==> src/rtl/audio_dsp_pkg.sv <==
// Shared definitions for the audio DSP blocks: FSM encodings and saturation limits.
package audio_dsp_pkg;

    typedef enum logic [1:0] {
        ST_IDLE  = 2'd0,
        ST_MULT  = 2'd1,
        ST_ROUND = 2'd2,
        ST_DONE  = 2'd3
    } state_t;

    // Largest value representable in a w-bit signed word.
    function automatic longint SAT_MAX(input int unsigned w);
        return (64'sd1 <<< (w - 1)) - 64'sd1;
    endfunction

    // Smallest value representable in a w-bit signed word.
    function automatic longint SAT_MIN(input int unsigned w);
        return -(64'sd1 <<< (w - 1));
    endfunction

endpackage

==> src/rtl/sat_round.sv <==
// Round-half-toward-+inf then saturate a wide signed accumulator down to DATA_W bits.
module sat_round
    import audio_dsp_pkg::*;
#(
    parameter int unsigned DATA_W    = 16,
    parameter int unsigned ACC_W     = 32,
    parameter int unsigned FRAC_BITS = 8
) (
    input  logic [ACC_W-1:0]  acc_i,
    output logic [DATA_W-1:0] data_o,
    output logic              sat_o
);

    // One guard bit so adding the rounding constant can never wrap.
    localparam int unsigned SUM_W = ACC_W + 1;
    localparam int unsigned HALF_SH = (FRAC_BITS > 0) ? FRAC_BITS - 1 : 0;
    localparam logic signed [SUM_W-1:0] HALF =
        (FRAC_BITS > 0) ? (SUM_W'(1) << HALF_SH) : '0;
    localparam logic signed [SUM_W-1:0] MAX_V = SUM_W'(SAT_MAX(DATA_W));
    localparam logic signed [SUM_W-1:0] MIN_V = SUM_W'(SAT_MIN(DATA_W));

    logic signed [SUM_W-1:0] sum;
    logic signed [SUM_W-1:0] r;

    // Add half an LSB, drop the fraction bits, then clip to the output range.
    always_comb begin
        sum    = $signed({acc_i[ACC_W-1], acc_i}) + HALF;
        r      = sum >>> FRAC_BITS;
        data_o = r[DATA_W-1:0];
        sat_o  = 1'b0;
        if (r > MAX_V) begin
            data_o = MAX_V[DATA_W-1:0];
            sat_o  = 1'b1;
        end else if (r < MIN_V) begin
            data_o = MIN_V[DATA_W-1:0];
            sat_o  = 1'b1;
        end
    end

endmodule

==> src/rtl/gain_multiplier.sv <==
// Sequential shift-add gain stage: signed sample times unsigned fixed-point gain,
// rounded and saturated back to sample width, with valid/ready on both sides.
module gain_multiplier
    import audio_dsp_pkg::*;
#(
    parameter int unsigned DATA_W    = 16,
    parameter int unsigned GAIN_W    = 16,
    parameter int unsigned FRAC_BITS = 8
) (
    input  logic              clk,
    input  logic              rst,
    input  logic              in_valid,
    output logic              in_ready,
    input  logic              bypass,
    input  logic [DATA_W-1:0] data_in,
    input  logic [GAIN_W-1:0] gain,
    output logic              out_valid,
    input  logic              out_ready,
    output logic [DATA_W-1:0] data_out,
    output logic              out_sat
);

    localparam int unsigned ACC_W = DATA_W + GAIN_W;
    localparam int unsigned CNT_W = (GAIN_W > 1) ? $clog2(GAIN_W) : 1;
    localparam logic [CNT_W-1:0] CNT_LAST = CNT_W'(GAIN_W - 1);

    state_t             state_q;
    logic [ACC_W-1:0]   acc_q;
    logic [ACC_W-1:0]   data_q;   // multiplicand, shifted left once per MULT cycle
    logic [GAIN_W-1:0]  gain_q;   // multiplier, shifted right once per MULT cycle
    logic [CNT_W-1:0]   cnt_q;
    logic               in_ready_q;
    logic               out_valid_q;
    logic [DATA_W-1:0]  data_out_q;
    logic               out_sat_q;

    logic [DATA_W-1:0]  rnd_data;
    logic               rnd_sat;

    sat_round #(
        .DATA_W    (DATA_W),
        .ACC_W     (ACC_W),
        .FRAC_BITS (FRAC_BITS)
    ) u_sat_round (
        .acc_i  (acc_q),
        .data_o (rnd_data),
        .sat_o  (rnd_sat)
    );

    // Control FSM, shift-add datapath and registered handshake outputs.
    always_ff @(posedge clk) begin
        if (rst) begin
            state_q     <= ST_IDLE;
            acc_q       <= '0;
            data_q      <= '0;
            gain_q      <= '0;
            cnt_q       <= '0;
            in_ready_q  <= 1'b1;
            out_valid_q <= 1'b0;
            data_out_q  <= '0;
            out_sat_q   <= 1'b0;
        end else begin
            unique case (state_q)
                ST_IDLE: begin
                    if (in_valid) begin
                        data_q     <= {{GAIN_W{data_in[DATA_W-1]}}, data_in};
                        gain_q     <= gain;
                        acc_q      <= '0;
                        cnt_q      <= '0;
                        in_ready_q <= 1'b0;
                        if (bypass) begin
                            data_out_q  <= data_in;
                            out_sat_q   <= 1'b0;
                            out_valid_q <= 1'b1;
                            state_q     <= ST_DONE;
                        end else begin
                            state_q <= ST_MULT;
                        end
                    end
                end
                ST_MULT: begin
                    if (gain_q[0]) begin
                        acc_q <= acc_q + data_q;
                    end
                    data_q <= data_q << 1;
                    gain_q <= gain_q >> 1;
                    cnt_q  <= cnt_q + 1'b1;
                    // Always the full GAIN_W cycles, regardless of remaining gain bits.
                    if (cnt_q == CNT_LAST) begin
                        state_q <= ST_ROUND;
                    end
                end
                ST_ROUND: begin
                    data_out_q  <= rnd_data;
                    out_sat_q   <= rnd_sat;
                    out_valid_q <= 1'b1;
                    state_q     <= ST_DONE;
                end
                ST_DONE: begin
                    if (out_ready) begin
                        out_valid_q <= 1'b0;
                        in_ready_q  <= 1'b1;
                        state_q     <= ST_IDLE;
                    end
                end
                default: state_q <= ST_IDLE;
            endcase
        end
    end

    assign in_ready  = in_ready_q;
    assign out_valid = out_valid_q;
    assign data_out  = data_out_q;
    assign out_sat   = out_sat_q;

endmodule

==> config.mk <==
export PLATFORM = sky130hd
export DESIGN_NAME = gain_multiplier
export DESIGN_NICKNAME = d
export VERILOG_FILES = /design/src/rtl/audio_dsp_pkg.sv /design/src/rtl/sat_round.sv /design/src/rtl/gain_multiplier.sv
export SDC_FILE = /design/constraint.sdc
export NUM_CORES = 1
export LEC_CHECK = 0
export ABC_AREA = 1
export BUFFER_PORTS_ARGS = -buffer_cell sky130_fd_sc_hd__buf_2
export CAP_MARGIN = 20
export CORE_MARGIN = 1
export CORE_UTILIZATION = 40
export CTS_CLUSTER_DIAMETER = 50
export CTS_CLUSTER_SIZE = 20
export DETAILED_ROUTE_END_ITERATION = 16
export PLACE_DENSITY = 0.54
export SLEW_MARGIN = 20
export SYNTH_ARGS = -nofsm -noshare
export SYNTH_HDL_FRONTEND = slang
export SYNTH_SLANG_ARGS = --single-unit
==> constraint.sdc <==
create_clock -name clk -period 2.7 [get_ports clk]
set_input_delay 0.54 -clock clk [delete_from_list [all_inputs] [get_ports clk]]
set_output_delay 0.54 -clock clk [all_outputs]
set_load 0.01 [all_outputs]
==> results of run 1 <==
registers in the layout, indices dropped and copies added (netlist names):
name,count
state_q,2
cnt_q,4
out_sat,1
out_valid,1
data_q,32
gain_q,16
data_out,16
in_ready,1
acc_q,32
layer usage:
metal	GRT usage, %	part of all wire, %	vias to the layer above
met5	0	0	-
met4	7.02	1.6	0
met3	2.38	3.8	19
met2	37.0	44	150
met1	32.7	51	3169
li1	-	-	3652
what timing repair did:
action,4_1_cts,5_1_grt
hold buffers,0,0
buffers inserted,0,0
endpoints found under the setup margin,0,4
gates resized for setup,0,1
final cells by class:
class | count | area, um2 | share of cell area (%)
well taps | 220 | 275 | 3.63
repair buffers | 66 | 370 | 4.88
flip-flops and latches | 105 | 2100 | 27.7
clock buffers | 10 | 239 | 3.15
inverters | 71 | 267 | 3.51
multi-input cells | 847 | 4280 | 56.3
clock inverters | 6 | 58.8 | 0.775
where the power goes:
part / total [mW] / internal, mW / switching, mW
Combinational: 2.49 / 0.826 / 1.67
Clock: 1.35 / 0.677 / 0.671
Sequential: 2.38 / 2.03 / 0.352
Total: 6.22 / 3.53 / 2.69
per-stage QoR:
| stage | util, % | std cells |
|---|---|---|
| after floorplan | - | 1067 |
| after global placement | 43.9 | 1309 |
| after detailed placement | 43.9 | 1309 |
| after CTS | 45.7 | 1325 |
| after global routing | 45.8 | 1325 |
| final | 45.8 | 1325 |
synthesized netlist by cell type (all sizes together) (2+ instances only):
master / number / area share [%]
nor3: 9 / 0.66
o21bai: 2 / 0.22
xor2: 13 / 1.7
xnor2: 3 / 0.39
nand3: 52 / 4.0
and2: 2 / 0.18
a21o: 7 / 0.77
a21boi: 2 / 0.22
nor2: 115 / 7.0
nand3b: 5 / 0.55
nand4: 7 / 0.64
nand2: 312 / 17
clkbuf: 41 / 2.3
a21oi: 121 / 8.9
o21ai: 99 / 7.3
o211ai: 4 / 0.44
a31oi: 50 / 4.6
buf: 3 / 0.33
dfxtp: 105 / 31
inv: 71 / 3.9
ha: 37 / 6.8
cells by family (layout without fill, tap and decap cells):
family                     count (synthesis)  in the layout  synth area share [%]
DFF                                      105            105                  30.9
and+or+nand+nor                          505            505                  30.7
AOI/OAI and AO/OA                        288            288                  22.8
adders and majority gates                 38             38                  7.09
xor gates and xnor gates                  16             16                  2.06
buffers and inverters                    115            153                  6.50
critical path: stages, from the launching register on:
cell and delay [ps]:
dfxtp_1 330, ha_1 200, fa_1 410, nand3_1 90, nand3_1 140, a21boi_0 260
o21ai_0 220, a21o_1 260, nand2_1 90, nand3b_1 80, nand3_1 100, a21oi_1 70
placed cells by master, fill, tap and decap left out, types with 10 or more instances in the layout:
| master | synthesis | routed |
|---|---|---|
| a21oi_1 | 121 | 121 |
| a31oi_1 | 50 | 50 |
| buf_2 | 0 | 55 |
| buf_4 | 1 | 10 |
| dfxtp_1 | 105 | 105 |
| ha_1 | 37 | 36 |
| inv_1 | 70 | 70 |
| nand2_1 | 309 | 308 |
| nand3_1 | 50 | 50 |
| nor2_1 | 106 | 106 |
| o21ai_0 | 99 | 99 |
| xor2_1 | 13 | 13 |
how the worst min path moves through the flow:
stage | from | cells after the start | slack, ps | end
6_report | gain[8] | 3 | 430 | gain_q[8]$_SDFFE_PP0P_
5_1_grt | gain[8] | 3 | 440 | gain_q[8]$_SDFFE_PP0P_
4_1_cts | gain[8] | 3 | 420 | gain_q[8]$_SDFFE_PP0P_
3_5_place_dp | data_out[1]$_SDFFE_PP0P_ | 2 | 450 | data_out[1]$_SDFFE_PP0P_
3_3_place_gp | data_out[8]$_SDFFE_PP0P_ | 2 | 450 | data_out[8]$_SDFFE_PP0P_
2_1_floorplan | gain_q[15]$_SDFFE_PP0P_ | 2 | 440 | gain_q[15]$_SDFFE_PP0P_
==> impl_metrics.env, run 1 <==
export IMPL_post_place_ws_ps=288
export IMPL_irDropWorstVdd_v=0.000483
export IMPL_start_util_pct=41.1
export IMPL_gp_congestion=0.904
export IMPL_vias=6990
export IMPL_power_density_mw_per_mm2=820
export IMPL_grt_overflow_total=0
export IMPL_startpoint="data_q[0]$_SDFFE_PP0P_"
export IMPL_dp_hpwl_um=14800
export IMPL_place_area_mm2=0.00728
export IMPL_endpoint="acc_q[18]$_SDFFE_PP0P_"
export IMPL_hold_path_class="primary input to register"
export IMPL_cts_tree="built"
export IMPL_cts_made_buffers=9
export IMPL_fmax_mhz=417
export IMPL_drc=0
export IMPL_num_antenna_cells=0
export IMPL_fin_nets=1175
export IMPL_rsz0062_at_grt="false"
export IMPL_grt_pass1_vias=6495
export IMPL_hold_viol_final=0
export IMPL_crit_path_max_fanout=5
export IMPL_skew_ps=9.40
export IMPL_die_w_um=132
export IMPL_regToRegSetupSlack_ps=300
export IMPL_drt_iter0_markers=409
export IMPL_row_count=47
export IMPL_grtUsageTotal_pct=23.2
export IMPL_synth_edf_count=0
export IMPL_cts_sinks=105
export IMPL_synth_flop_cell="dfxtp_1"
export IMPL_dieArea_mm2=0.0176
export IMPL_max_cap_viol_count=0
export IMPL_slew_headroom_pct=43.7
export IMPL_r2r_end="acc_q[18]$_SDFFE_PP0P_"
export IMPL_insertion_delay_ps=360
export IMPL_grt_antenna_before_repair=0
export IMPL_drive_gt1_share_pct=9.05
export IMPL_vias_per_cell=5.28
export IMPL_synthCells=1067
export IMPL_worstRegToRegCells=11
export IMPL_seq_area_frac_synth_pct=30.9
export IMPL_finalSetupViolCount=0
export IMPL_synth_area_mm2=0.00681
export IMPL_grt_pass1_wl_um=32700
export IMPL_p_total_mw=6.22
export IMPL_hold_ws_ps=432
export IMPL_required_ps=2910
export IMPL_fin_crit_ps=2400
export IMPL_crit_type="register to register"
export IMPL_ys_seq_elements=105
export IMPL_endpoint_kind="register"
export IMPL_ant_nets=0
export IMPL_num_fill_cells=1836
export IMPL_dieHeight_um=132
export IMPL_syn_to_final_growth_pct=11.4
export IMPL_fin_crit_sh_pct=88.9
export IMPL_wl_per_cell_um=14.9
export IMPL_final_setup_tns_ps=0
export IMPL_synth_cell_types=36
export IMPL_final_setup_worst_slack_ps=300
export IMPL_wirelength_um=19700
export IMPL_synth_fp_nets=1142
export IMPL_stdcell_area_mm2=0.00759
export IMPL_clk_pin_slew_ps=80
export IMPL_tightestPinTransition_ps=843
export IMPL_cts_buffer_depth=2
export IMPL_pin_count=56
export IMPL_startpoint_type="register"
export IMPL_io_buffers=55
export IMPL_report_final_slew_viol_count=0
export IMPL_r2r_start="data_q[0]$_SDFFE_PP0P_"
export IMPL_htree_num_levels=3
export IMPL_ys_warn_count=0
export IMPL_ys_async_sr_fraction_pct=0
export IMPL_worstPathArrival_ps=2610
export IMPL_grt_max_degree=96
export IMPL_p_leak_nw=3.20
export IMPL_status="finished, final reports clean"
export IMPL_core_mm2=0.0166
export IMPL_syn_area_per_cell_um2=6.38
export IMPL_cts_root_buf="clkbuf_16"
export IMPL_firstDrtPassIters=5
Note: power is estimated with default switching activity, not from simulation.
==> inputs of run 2 (changes only) <==
- ABC_AREA: 1 -> unset
==> run 2 against run 1 <==
Compared with the run above:
- the flow now finishes with violations (negative setup slack)
- largest power group unchanged
- synthesized area down 4.1%
- via count down 6.4%
- synthesized cell count down 26%
==> impl_metrics.env, run 2 <==
export IMPL_status="complete, but fails checks"
export IMPL_violations="negative setup slack"
export IMPL_rsz0062_at_grt="true"
export IMPL_max_cap_viol_count=0
export IMPL_top_usage_layer="met2"
export IMPL_pin_count=56
export IMPL_fin_crit_ps=2720
export IMPL_htree_num_levels=3
export IMPL_num_antenna_cells=0
export IMPL_required_ps=2970
export IMPL_row_count=46
export IMPL_crit_type="register to register"
export IMPL_cts_root_buf="clkbuf_16"
export IMPL_io_buffers=55
export IMPL_power_density_mw_per_mm2=781
export IMPL_skew_ps=10.6
export IMPL_ys_seq_elements=105
export IMPL_synth_top_area_share_pct=32.2
export IMPL_finalSetupViolCount=4
export IMPL_gr_usage_met2_pct=41.3
export IMPL_synthCells=787
export IMPL_worstPathArrival_ps=3000
export IMPL_reg_largest_list="acc_q (32), data_q (32)"
export IMPL_synth_top_area_cell="dfxtp_1"
export IMPL_grtUsageTotal_pct=24.9
export IMPL_endpoint_kind="register"
export IMPL_dieHeight_um=130
export IMPL_fin_crit_sh_pct=101
export IMPL_syn_area_per_cell_um2=8.30
export IMPL_cts_tree="built"
export IMPL_dieArea_mm2=0.0168
export IMPL_wirelength_um=20700
export IMPL_final_setup_tns_ps=-57.5
export IMPL_hold_ws_ps=463
export IMPL_vias_per_cell=5.67
export IMPL_fmax_mhz=367
export IMPL_synth_area_mm2=0.00653
export IMPL_synth_fp_nets=862
export IMPL_grt_max_degree=92
export IMPL_core_mm2=0.0159
export IMPL_worstRegToRegCells=8
export IMPL_fin_nets=1007
export IMPL_r2r_start="acc_q[14]$_SDFFE_PP0P_"
export IMPL_hold_viol_final=0
export IMPL_synth_cell_types=72
export IMPL_final_common_cell="buf_4"
export IMPL_synth_flop_cell="dfxtp_1"
export IMPL_grt_pass1_wl_um=32700
export IMPL_cts_buffer_depth=2
export IMPL_grt_pass1_vias=6183
export IMPL_multi_input_area_mm2=0.00458
export IMPL_start_util_pct=41.1
export IMPL_vias=6541
export IMPL_num_fill_cells=1519
export IMPL_die_w_um=130
export IMPL_tightestPinTransition_ps=817
export IMPL_drive_gt1_share_pct=30.6
export IMPL_ctsHoldBuffers=0
export IMPL_ys_async_sr_fraction_pct=0
export IMPL_mostFrequentLayoutCells="buf_4, nor2_1, dfxtp_1, buf_2"
export IMPL_insertion_delay_ps=360
export IMPL_synth_most_common_cell="dfxtp_1"
export IMPL_p_leak_nw=3.66
export IMPL_use_met3_pct=3.53
export IMPL_seq_area_frac_synth_pct=32.2
export IMPL_wl_per_cell_um=18.0
export IMPL_final_setup_worst_slack_ps=-24.5
export IMPL_ys_warn_count=0
export IMPL_use_met1_pct=33.3
export IMPL_seq_area_mm2=0.00213
export IMPL_hold_path_class="register to register"
export IMPL_grt_overflow_total=0
export IMPL_report_final_slew_viol_count=0
export IMPL_firstDrtPassIters=5
export IMPL_min_from="acc_q[2]$_SDFFE_PP0P_"
export IMPL_slew_headroom_pct=45.5
export IMPL_drc=0
export IMPL_r2r_end="data_out[12]$_SDFFE_PP0P_"
export IMPL_drt_iter0_markers=354
export IMPL_holdPathStages=2
export IMPL_synthTopCellsByArea="dfxtp_1, ha_1, a211oi_1"
export IMPL_crit_path_max_fanout=7
export IMPL_ant_nets=0
export IMPL_cts_made_buffers=9
export IMPL_p_total_mw=6.71
export IMPL_grt_antenna_before_repair=0
export IMPL_holdPathEnd="acc_q[2]$_SDFFE_PP0P_"
export IMPL_syn_to_final_growth_pct=31.7
export IMPL_startpoint_type="register"
export IMPL_regToRegSetupSlack_ps=-20
export IMPL_synth_edf_count=0
export IMPL_clk_pin_slew_ps=80
export IMPL_irDropWorstVdd_v=0.000566
export IMPL_cts_sinks=105
export IMPL_synthTopCellsByCount="dfxtp_1, nor2_1, a211oi_1"
export IMPL_dp_hpwl_um=14800
export IMPL_gp_congestion=0.850
run 2: cell count changes in the layout (fill, tap and decap cells not counted), sizes merged, moves of 17 or more:
cell,change
o21ai,-67
nand2,-261
nor3,+35
a21oi,-81
mux2i,+33
nor2,-17
nand3,-28
a31oi,-49
a211oi,+56
buf,+117
inv,-62
run 2: routing by layer:
metal / vias to the layer above / wire [um]
li1: 3239 / -
met1: 3158 / 9890
met2: 118 / 9750
met3: 26 / 662
met4: 0 / 406
met5: - / 0
run 2: cell type report:
cell class / count / share of cell area, %
multi-input cells: 622 / 53.2
clock buffers: 10 / 2.78
clock inverters: 6 / 0.597
well taps: 216 / 3.14
flip-flops and latches: 105 / 24.8
inverters: 11 / 0.480
repair buffers: 183 / 15.0
run 2: worst max-delay path by stage:
| stage | start | to | slack [ps] | cells past startpoint |
|---|---|---|---|---|
| CTS | acc_q[8]$_SDFFE_PP0P_ | data_out[3]$_SDFFE_PP0P_ | -40 | 10 |
| global route | acc_q[8]$_SDFFE_PP0P_ | data_out[12]$_SDFFE_PP0P_ | -160 | 9 |
| detailed placement | data_q[6]$_SDFFE_PP0P_ | acc_q[31]$_SDFFE_PP0P_ | -330 | 9 |
| global placement | acc_q[11]$_SDFFE_PP0P_ | data_out[12]$_SDFFE_PP0P_ | -310 | 9 |
| finish | acc_q[14]$_SDFFE_PP0P_ | data_out[12]$_SDFFE_PP0P_ | -20 | 8 |
| floorplan | acc_q[14]$_SDFFE_PP0P_ | acc_q[31]$_SDFFE_PP0P_ | -120 | 10 |
run 2: critical path, cell delays in order (launching register included):
cell       delay [ps]
dfxtp_4           400
nand4_4           110
or3_4             410
or4_4             430
a221o_1           390
o31a_4            330
nor3_1            350
a2111oi_4          60
nor3_1            140
run 2: stage by stage:
step / util (%) / setup WS, ps / std cells / area (um2)
2_1_floorplan: - / -116 / 787 / 6560
3_3_place_gp: 49.0 / -311 / 1122 / 7780
3_5_place_dp: 49.0 / -328 / 1122 / 7780
4_1_cts: 52.9 / -35.9 / 1147 / 8400
5_1_grt: 54.1 / -158 / 1153 / 8600
6_report: 54.1 / -24.5 / 1153 / 8600
run 2: report_power, final:
group          internal, mW  total [mW]  switching (mW)
clock network         0.663        1.29           0.629
logic                  1.31        3.13            1.82
registers              1.97        2.29           0.320
total                  3.94        6.71            2.77
run 2: repair_timing:
| item | in CTS | in global routing |
|---|---|---|
| setup endpoints to repair | 28 | 27 |
| buffers inserted | 9 | 6 |
| resized for setup | 70 | 35 |
| pin swaps | 28 | 31 |
run 2: logic make-up (layout without fill, tap and decap cells):
group / after synthesis / count (layout) / share of synthesized area, %
compound gates: 231 / 231 / 25.0
xor+xnor: 40 / 40 / 5.36
fa+ha+maj: 38 / 38 / 7.39
buf+inv: 60 / 210 / 3.95
flops: 105 / 105 / 32.2
mux: 33 / 33 / 5.06
simple gates: 280 / 280 / 21.1
